--- config.mk ---
export PLATFORM = sky130hd
export DESIGN_NAME = alu_sweep_collector
export DESIGN_NICKNAME = d
export VERILOG_FILES = /design/src/rtl/alu_sweep_pkg.sv /design/src/rtl/alu_sweep_collector_next_op_sel.sv /design/src/rtl/alu_sweep_collector.sv
export SDC_FILE = /design/constraint.sdc
export NUM_CORES = 1
export LEC_CHECK = 0
export CAP_MARGIN = 25
export CELL_PAD_IN_SITES_DETAIL_PLACEMENT = 0
export CELL_PAD_IN_SITES_GLOBAL_PLACEMENT = 1
export CORE_ASPECT_RATIO = 1.25
export CORE_MARGIN = 3
export CORE_UTILIZATION = 46
export CTS_CLUSTER_SIZE = 25
export DETAILED_ROUTE_END_ITERATION = 10
export PLACE_DENSITY = 0.89
export SETUP_SLACK_MARGIN = 0.4
export SLEW_MARGIN = 25
export SYNTH_ARGS = -nofsm -noshare
export SYNTH_HDL_FRONTEND = slang
export SYNTH_HIERARCHICAL = 1
export SYNTH_SLANG_ARGS = --single-unit
--- constraint.sdc ---
create_clock -name clk -period 3.5 [get_ports clk]
set_clock_uncertainty 0.1 [all_clocks]
set_input_delay 0.7 -clock clk [delete_from_list [all_inputs] [get_ports clk]]
set_output_delay 0.7 -clock clk [all_outputs]
set_load 0.03 [all_outputs]
--- src/rtl/alu_sweep_pkg.sv ---
// ============================================================================
// Module   : alu_sweep_pkg
// Purpose  : Shared types and opcode constants for the ALU sweep collector.
// Revision : 1.0 - initial release
// ============================================================================
`default_nettype none

package alu_sweep_pkg;

    localparam int NUM_OPS = 10;

    typedef enum logic [1:0] {
        IDLE = 2'd0,
        RUN  = 2'd1,
        DONE = 2'd2
    } state_t;

    localparam logic [3:0] OP_0    = 4'h0;
    localparam logic [3:0] OP_1    = 4'h1;
    localparam logic [3:0] OP_2    = 4'h2;
    localparam logic [3:0] OP_3    = 4'h3;
    localparam logic [3:0] OP_4    = 4'h4;
    localparam logic [3:0] OP_5    = 4'h5;
    localparam logic [3:0] OP_6    = 4'h6;
    localparam logic [3:0] OP_7    = 4'h7;
    localparam logic [3:0] OP_8    = 4'h8;
    localparam logic [3:0] OP_9    = 4'h9;
    localparam logic [3:0] OP_LAST = OP_9;

endpackage

`default_nettype wire

--- src/rtl/alu_sweep_collector_next_op_sel.sv ---
// ============================================================================
// Module   : next_op_sel
// Purpose  : Finds the next selected opcode strictly above idx (or the lowest
//            selected opcode when first is set).
// Revision : 1.0 - initial release
// ============================================================================
`default_nettype none

module next_op_sel
    import alu_sweep_pkg::*;
(
    input  logic [NUM_OPS-1:0] mask,
    input  logic [3:0]         idx,
    input  logic               first,
    output logic [3:0]         next_idx,
    output logic               none_left
);

    // Scan downward so the lowest qualifying bit is the last one written.
    always_comb begin
        next_idx  = OP_0;
        none_left = 1'b1;
        for (int k = NUM_OPS - 1; k >= 0; k--) begin
            if (mask[k] && (first || (4'(k) > idx))) begin
                next_idx  = 4'(k);
                none_left = 1'b0;
            end
        end
    end

endmodule

`default_nettype wire

--- src/rtl/alu_sweep_collector.sv ---
// ============================================================================
// Module   : alu_sweep_collector
// Purpose  : Sweeps ALUControl over a masked opcode subset and captures each
//            result/flags pair into a per-opcode readback bank.
// Revision : 1.0 - initial release
// ============================================================================
`default_nettype none

module alu_sweep_collector
    import alu_sweep_pkg::*;
#(
    parameter int n = 4
) (
    input  logic               clk,
    input  logic               rst,
    input  logic               start,
    input  logic [NUM_OPS-1:0] op_mask,
    input  logic [n-1:0]       alu_result,
    input  logic [3:0]         alu_flags,
    output logic [3:0]         ALUControl,
    output logic               busy,
    output logic               done,
    input  logic [3:0]         rd_sel,
    output logic [n-1:0]       rd_data,
    output logic [3:0]         rd_flags,
    output logic               rd_valid
);

    state_t               r_state;
    logic [NUM_OPS-1:0]   r_mask;
    logic [NUM_OPS-1:0]   r_valid;
    logic [n-1:0]         r_bank  [NUM_OPS];
    logic [3:0]           r_flags [NUM_OPS];

    logic [NUM_OPS-1:0]   w_sel_mask;
    logic                 w_first;
    logic [3:0]           w_next;
    logic                 w_none;

    // In IDLE the selector looks at the incoming mask to find the first opcode.
    assign w_first    = (r_state == IDLE);
    assign w_sel_mask = w_first ? op_mask : r_mask;

    next_op_sel u_next_op_sel (
        .mask      (w_sel_mask),
        .idx       (ALUControl),
        .first     (w_first),
        .next_idx  (w_next),
        .none_left (w_none)
    );

    always_ff @(posedge clk) begin
        if (rst) begin
            r_state    <= IDLE;
            r_mask     <= '0;
            r_valid    <= '0;
            ALUControl <= OP_0;
            busy       <= 1'b0;
            done       <= 1'b0;
            for (int k = 0; k < NUM_OPS; k++) begin
                r_bank[k]  <= '0;
                r_flags[k] <= '0;
            end
        end else begin
            case (r_state)
                IDLE: begin
                    done <= 1'b0;
                    if (start) begin
                        r_valid <= '0;
                        if (op_mask != '0) begin
                            r_mask     <= op_mask;
                            ALUControl <= w_next;
                            busy       <= 1'b1;
                            r_state    <= RUN;
                        end else begin
                            done    <= 1'b1;
                            r_state <= DONE;
                        end
                    end
                end
                RUN: begin
                    // ALUControl doubles as the capture index while running.
                    r_bank[ALUControl]  <= alu_result;
                    r_flags[ALUControl] <= alu_flags;
                    r_valid[ALUControl] <= 1'b1;
                    if (w_none) begin
                        ALUControl <= OP_0;
                        busy       <= 1'b0;
                        done       <= 1'b1;
                        r_state    <= DONE;
                    end else begin
                        ALUControl <= w_next;
                    end
                end
                DONE: begin
                    done    <= 1'b0;
                    r_state <= IDLE;
                end
                default: begin
                    ALUControl <= OP_0;
                    busy       <= 1'b0;
                    done       <= 1'b0;
                    r_state    <= IDLE;
                end
            endcase
        end
    end

    always_comb begin
        rd_data  = '0;
        rd_flags = '0;
        rd_valid = 1'b0;
        if (rd_sel <= OP_LAST) begin
            rd_data  = r_bank[rd_sel];
            rd_flags = r_flags[rd_sel];
            rd_valid = r_valid[rd_sel];
        end
    end

endmodule

`default_nettype wire

* Word-level counts from Yosys, hierarchy flattened
Memories as Yosys holds them, arrays and structs flattened.
Cells that the tools add are included.
** Storage, ports and cells
- Bits in latches :: 0
- ROM bits :: 0
- Memories :: 2
- Logic and storage cells :: 117
- RAM bits :: 80
- Register bits after elaboration :: 28
** Operators by class
- Muxes and demuxes :: 57
- $lt $le $gt $ge :: 14
- Reductions and logical operators :: 31
- Divide/modulo/power cells :: 0
- Eq/ne operators :: 5
- Add/sub/neg operators :: 0
- Bitwise logic cells :: 2
- Shift-type cells :: 0
- $mul :: 0
** Memories
- r_bank :: depth 10, bits a word 4, read ports 1, clocked after Yosys merged registers in 0, write ports 10, line alu_sweep_collector.sv:32 : logic [n-1:0] r_bank [NUM_OPS];
- r_flags :: depth 10, bits a word 4, read ports 1, clocked after Yosys merged registers in 0, write ports 10, line alu_sweep_collector.sv:33 : logic [3:0] r_flags [NUM_OPS];
** Operators by type and width (count)
- two-way mux 4 bit :: 19
- two-way mux 1 bit :: 26
- two-way mux 10 bit :: 2
- one-hot mux 10 bit (2 select lines) :: 1
- > comparator 3 x 4 -> 1 bit (first input constant) :: 4
- one-hot mux 4 bit (3 select lines) :: 1
- logical AND 1 bit :: 11
- logical OR 1 bit :: 10
- < comparator 4 x 5 -> 1 bit (second input constant) :: 2
- bitwise OR 10 bit :: 1
- nonzero test 10 bit :: 1
- > comparator 1 x 4 -> 1 bit (first input constant) :: 2
- > comparator 2 x 4 -> 1 bit (first input constant) :: 2
- > comparator 4 bit (first input constant) :: 2
- OR reduction 4 bit :: 2
- two-way mux 2 bit :: 3
- AND reduction 3 bit :: 2
- binary-select mux 1 bit (select 4 bit) :: 1
- demux 1 bit (select 4 bit) :: 1
- >= comparator 4 x 1 -> 1 bit (second input constant) :: 1
- <= comparator 4 bit (second input constant) :: 1
- inequality test 2 bit (second input constant) :: 2
- one-hot mux 2 bit (2 select lines) :: 1
- AND reduction 2 bit :: 2
- 9 further kinds :: 9

* Depth between registers and ports, before layout
- Depth after elaboration :: 16
- Gate-level depth with buffers :: 10

* Hierarchy
The synthesis kept the hierarchy.
** By module, submodules not included
- alu_sweep_collector :: cells each 386, area each 4828.4 sq um, instances 1
- next_op_sel :: cells each 40, area each 252.7 sq um, instances 1

* Worst setup path before layout
Ideal clock, no wire load.
- Kind :: input port to output port
- Start point :: input rd_sel[0]
- End point :: output rd_data[2]
- Required time :: 2.700 ns
- Path buffers :: 2
- Cell stages on the path :: 5
- Path slack :: 0.602 ns
- Arrival :: 2.098 ns
- Cell sequence :: buf_4 buf_6 mux4_2 a21oi_1 o21ai_0
** On the way
- Word-level cells in the longest chain between the ends :: 2
- Elaborated cells on any way between the ends :: 3
- Those cells by class :: order compare (1); mux (1); memory (1)
** Ends and longest elaborated chain
- start, declared :: line alu_sweep_collector.sv:23 : input logic [3:0] rd_sel,
- memory read (10 x 4 bit) or <= comparator 4 bit (tied branches)
- two-way mux 4 bit (*) :: line alu_sweep_collector.sv:113 : if (rd_sel <= OP_LAST) begin
- end, declared :: line alu_sweep_collector.sv:24 : output logic [n-1:0] rd_data,
Mark *: on every way between the ends. The rest lies on a longest branch, timed or not.

* Worst setup path after layout
- Start point :: input rd_sel[1]
- End point :: output rd_data[3]
Same word-level chain as after synthesis.

==> impl_metrics.json <==
{
  "synthArstFlopShare": 0,
  "slew_headroom": 0.409,
  "setup.worst_path.class": "input pin to output pin",
  "track_usage": 0.195,
  "synth_top_area_frac": 0.473,
  "worst_pin_slew_ns": 0.884,
  "pwr_density_cell_nw_per_um2": 477,
  "n_antenna_cell": 0,
  "synth_area_per_cell_um2": 11.9,
  "cp.arrival_ns": 2.23,
  "hold_class": "flip-flop to flip-flop",
  "synth_area_leaders": "edfxtp_1 47%, dfxtp_1 11%, mux4_2 8.0%",
  "critical-path-top-delay-family": "buffers and inverters",
  "ys_seq_area_frac": 0.583,
  "worstSetupStartpointType": "input pin",
  "layout_common_cells": "99 x nor2_1, 80 x edfxtp_1, 29 x clkdlybuf4s50_1",
  "cts-root-buf": "clkbuf_16",
  "rsz0062_at_grt": "yes",
  "hpwl_um": 8080,
  "period_share": 0.865,
  "synth_top_cell_by_area": "edfxtp_1",
  "viasPerCell": 5.76,
  "fin_area_um2": 5840,
  "die_h_um": 124,
  "core_um2": 10700,
  "clkLatencyLatePin_ns": 0.34,
  "antenna_found_initial": 0,
  "synth-xor-area-share": 0,
  "period_needed_ns": 3.03,
  "hold_slack_ns": 0.367,
  "layout_commonest_cell": "nor2_1",
  "drtPass1Iterations": 4,
  "vias": 3434,
  "synth.distinct_cells": 47,
  "critPathMaxStageDelay_ns": 0.47,
  "critPathRequiredTime_ns": 2.70,
  "cp-end-kind": "output pin",
  "synth_top_family_by_area": "simple AND/OR/NAND/NOR gates",
  "p_leak_nw": 2.06,
  "status": "finished clean",
  "synth_warnings": 6,
  "synth-simple-area-share": 0.153,
  "num-fill-cells": 874,
  "cp_max_fo": 19,
  "synth_cells": 426,
  "wl_per_cell_um": 19.1,
  "grt_overflow": 0,
  "synth_edf_count": 80,
  "cts_tree": "built",
  "total_power_mw": 2.78,
  "synthAdderAreaFrac": 0,
  "pre_cts_ws_ns": 0.396,
  "clk_pin_slew_worst_paths_ns": 0.07,
  "fin_ws_ns": 0.473,
  "finalHoldViolations": 0,
  "dieArea_um2": 12400,
  "setup_tns_ns": 0,
  "clock_path_buffers": 2,
  "crit_chain": "clkdlybuf4s50_1 > buf_6 > mux4_2 > a21oi_1 > o21ai_0 > buf_4",
  "cts_buffers": 9,
  "portBuffers": 39,
  "crit_buf_inv": 3,
  "report.final.slew_viol_count": 0,
  "initial_core_util": 0.476,
  "dieWidth_um": 100,
  "std_cell_rows": 42,
  "wirelength_um": 11400,
  "drc": 0,
  "final_layout_size_suffix_gt1_frac": 0.175,
  "place.gp.congestion": 0.945,
  "fin_nets": 484,
  "first_global_vias": 3526,
  "grt_pass1_wl_um": 18100,
  "synth_compound_area_frac": 0.103,
  "peakVddDrop_v": 0.000233,
  "cts_setup_buffers": 0,
  "synthMuxAreaShare": 0.128,
  "critPathSlowestCell": "clkdlybuf4s50_1",
  "syn_area_um2": 5080,
  "first_iter_violations": 203,
  "grt_max_degree": 27,
  "maxCapViolCount": 0,
  "top_level_ports": 40,
  "area_growth_pct": 14.9,
  "clock_sinks": 108,
  "ys_ff_latch": 108,
  "setup_viol": 0,
  "synth_ff_type": "edfxtp_1",
  "ant_nets": 0,
  "place_area_um2": 5540,
  "syn-num-nets": 451,
  "fmax_mhz": 330,
  "htreeDepth": 3
}
[synthesized netlist by cell type, types with 5 or more instances]
| cell type | count |
|---|---|
| mux2i_1 | 13 |
| o21bai_1 | 9 |
| mux4_2 | 18 |
| nand2b_1 | 7 |
| nor2_1 | 99 |
| a22o_1 | 10 |
| inv_1 | 11 |
| mux2_2 | 10 |
| o21ai_1 | 5 |
| nand3_1 | 11 |
| edfxtp_1 | 80 |
| dfxtp_1 | 28 |
| buf_2 | 9 |
| clkbuf_1 | 7 |
| nand2_1 | 26 |
| a21oi_1 | 18 |
| o21ai_0 | 15 |
[per-stage QoR]
step | utilization | instances
floorplan | - | 426
global placement | 0.520 | 580
detailed placement | 0.520 | 580
CTS | 0.546 | 596
global route | 0.547 | 596
finish | 0.547 | 596
[worst reg2reg max path, stage by stage (launching register included)]
cell     delay [ns]
dfxtp_1        0.42
nor2_1         0.20
buf_4          0.27
mux2_2         0.37
o21ai_1        0.15
nand4_1        0.22
nor4_2         0.45
or2b_2         0.21
a21oi_2        0.08
a22o_1         0.23
[cell families (layout without fill, tap and decap cells)]
family                 Yosys count  count (layout)
buffers and inverters           35              73
AOI/OAI and AO/OA               75              75
muxes                           41              41
and+or+nand+nor                167             167
DFF                            108             108
[per-layer routing]
layer  wire [um]  part of all wire  track usage
met5           0                 0            0
met4         250             0.022       0.0944
met3         667             0.059       0.0372
met2        6060              0.53        0.340
met1        4380              0.39        0.230
[final timing paths]
path | startpoint | to | slack [ns] | cells past startpoint
setup reg to reg | r_state[0]$_SDFFE_PP0P_ | ALUControl[3]$_SDFFE_PP0P_ | 0.68 | 9
setup / recovery | rd_sel[1] | rd_data[3] | 0.47 | 6
hold / removal | r_valid[2]$_SDFFE_PP0P_ | r_valid[2]$_SDFFE_PP0P_ | 0.37 | 1
hold reg to reg | r_valid[2]$_SDFFE_PP0P_ | r_valid[2]$_SDFFE_PP0P_ | 0.37 | 1
[power by group]
part           switching [mW]  leakage [nW]  internal [mW]
Clock                   0.466         0.132          0.493
Combinational           0.213         0.875          0.145
Sequential             0.0343          1.06           1.43
[registers in the layout, summed over array words and instances, names as in the netlist]
name,flops
r_bank,40
r_valid,10
done,1
r_mask,10
r_state,2
r_flags,40
ALUControl,4
busy,1
[layout make-up]
type                       instances  area, um^2  area share
clock buffer                       9         225      0.0386
timing repair buffer              45         427      0.0731
inverter                          12        48.8     0.00836
clock inverter                     7        56.3     0.00965
multi-input combinational        283        1950       0.334
tap                              132         165      0.0283
sequential                       108        2960       0.508
[what timing repair did]
item / in CTS / in global routing
endpoints found under the setup margin: 2 / 8
hold buffers: 0 / 0
resized for setup: 1 / 3
(Power assumes the default switching activity.)
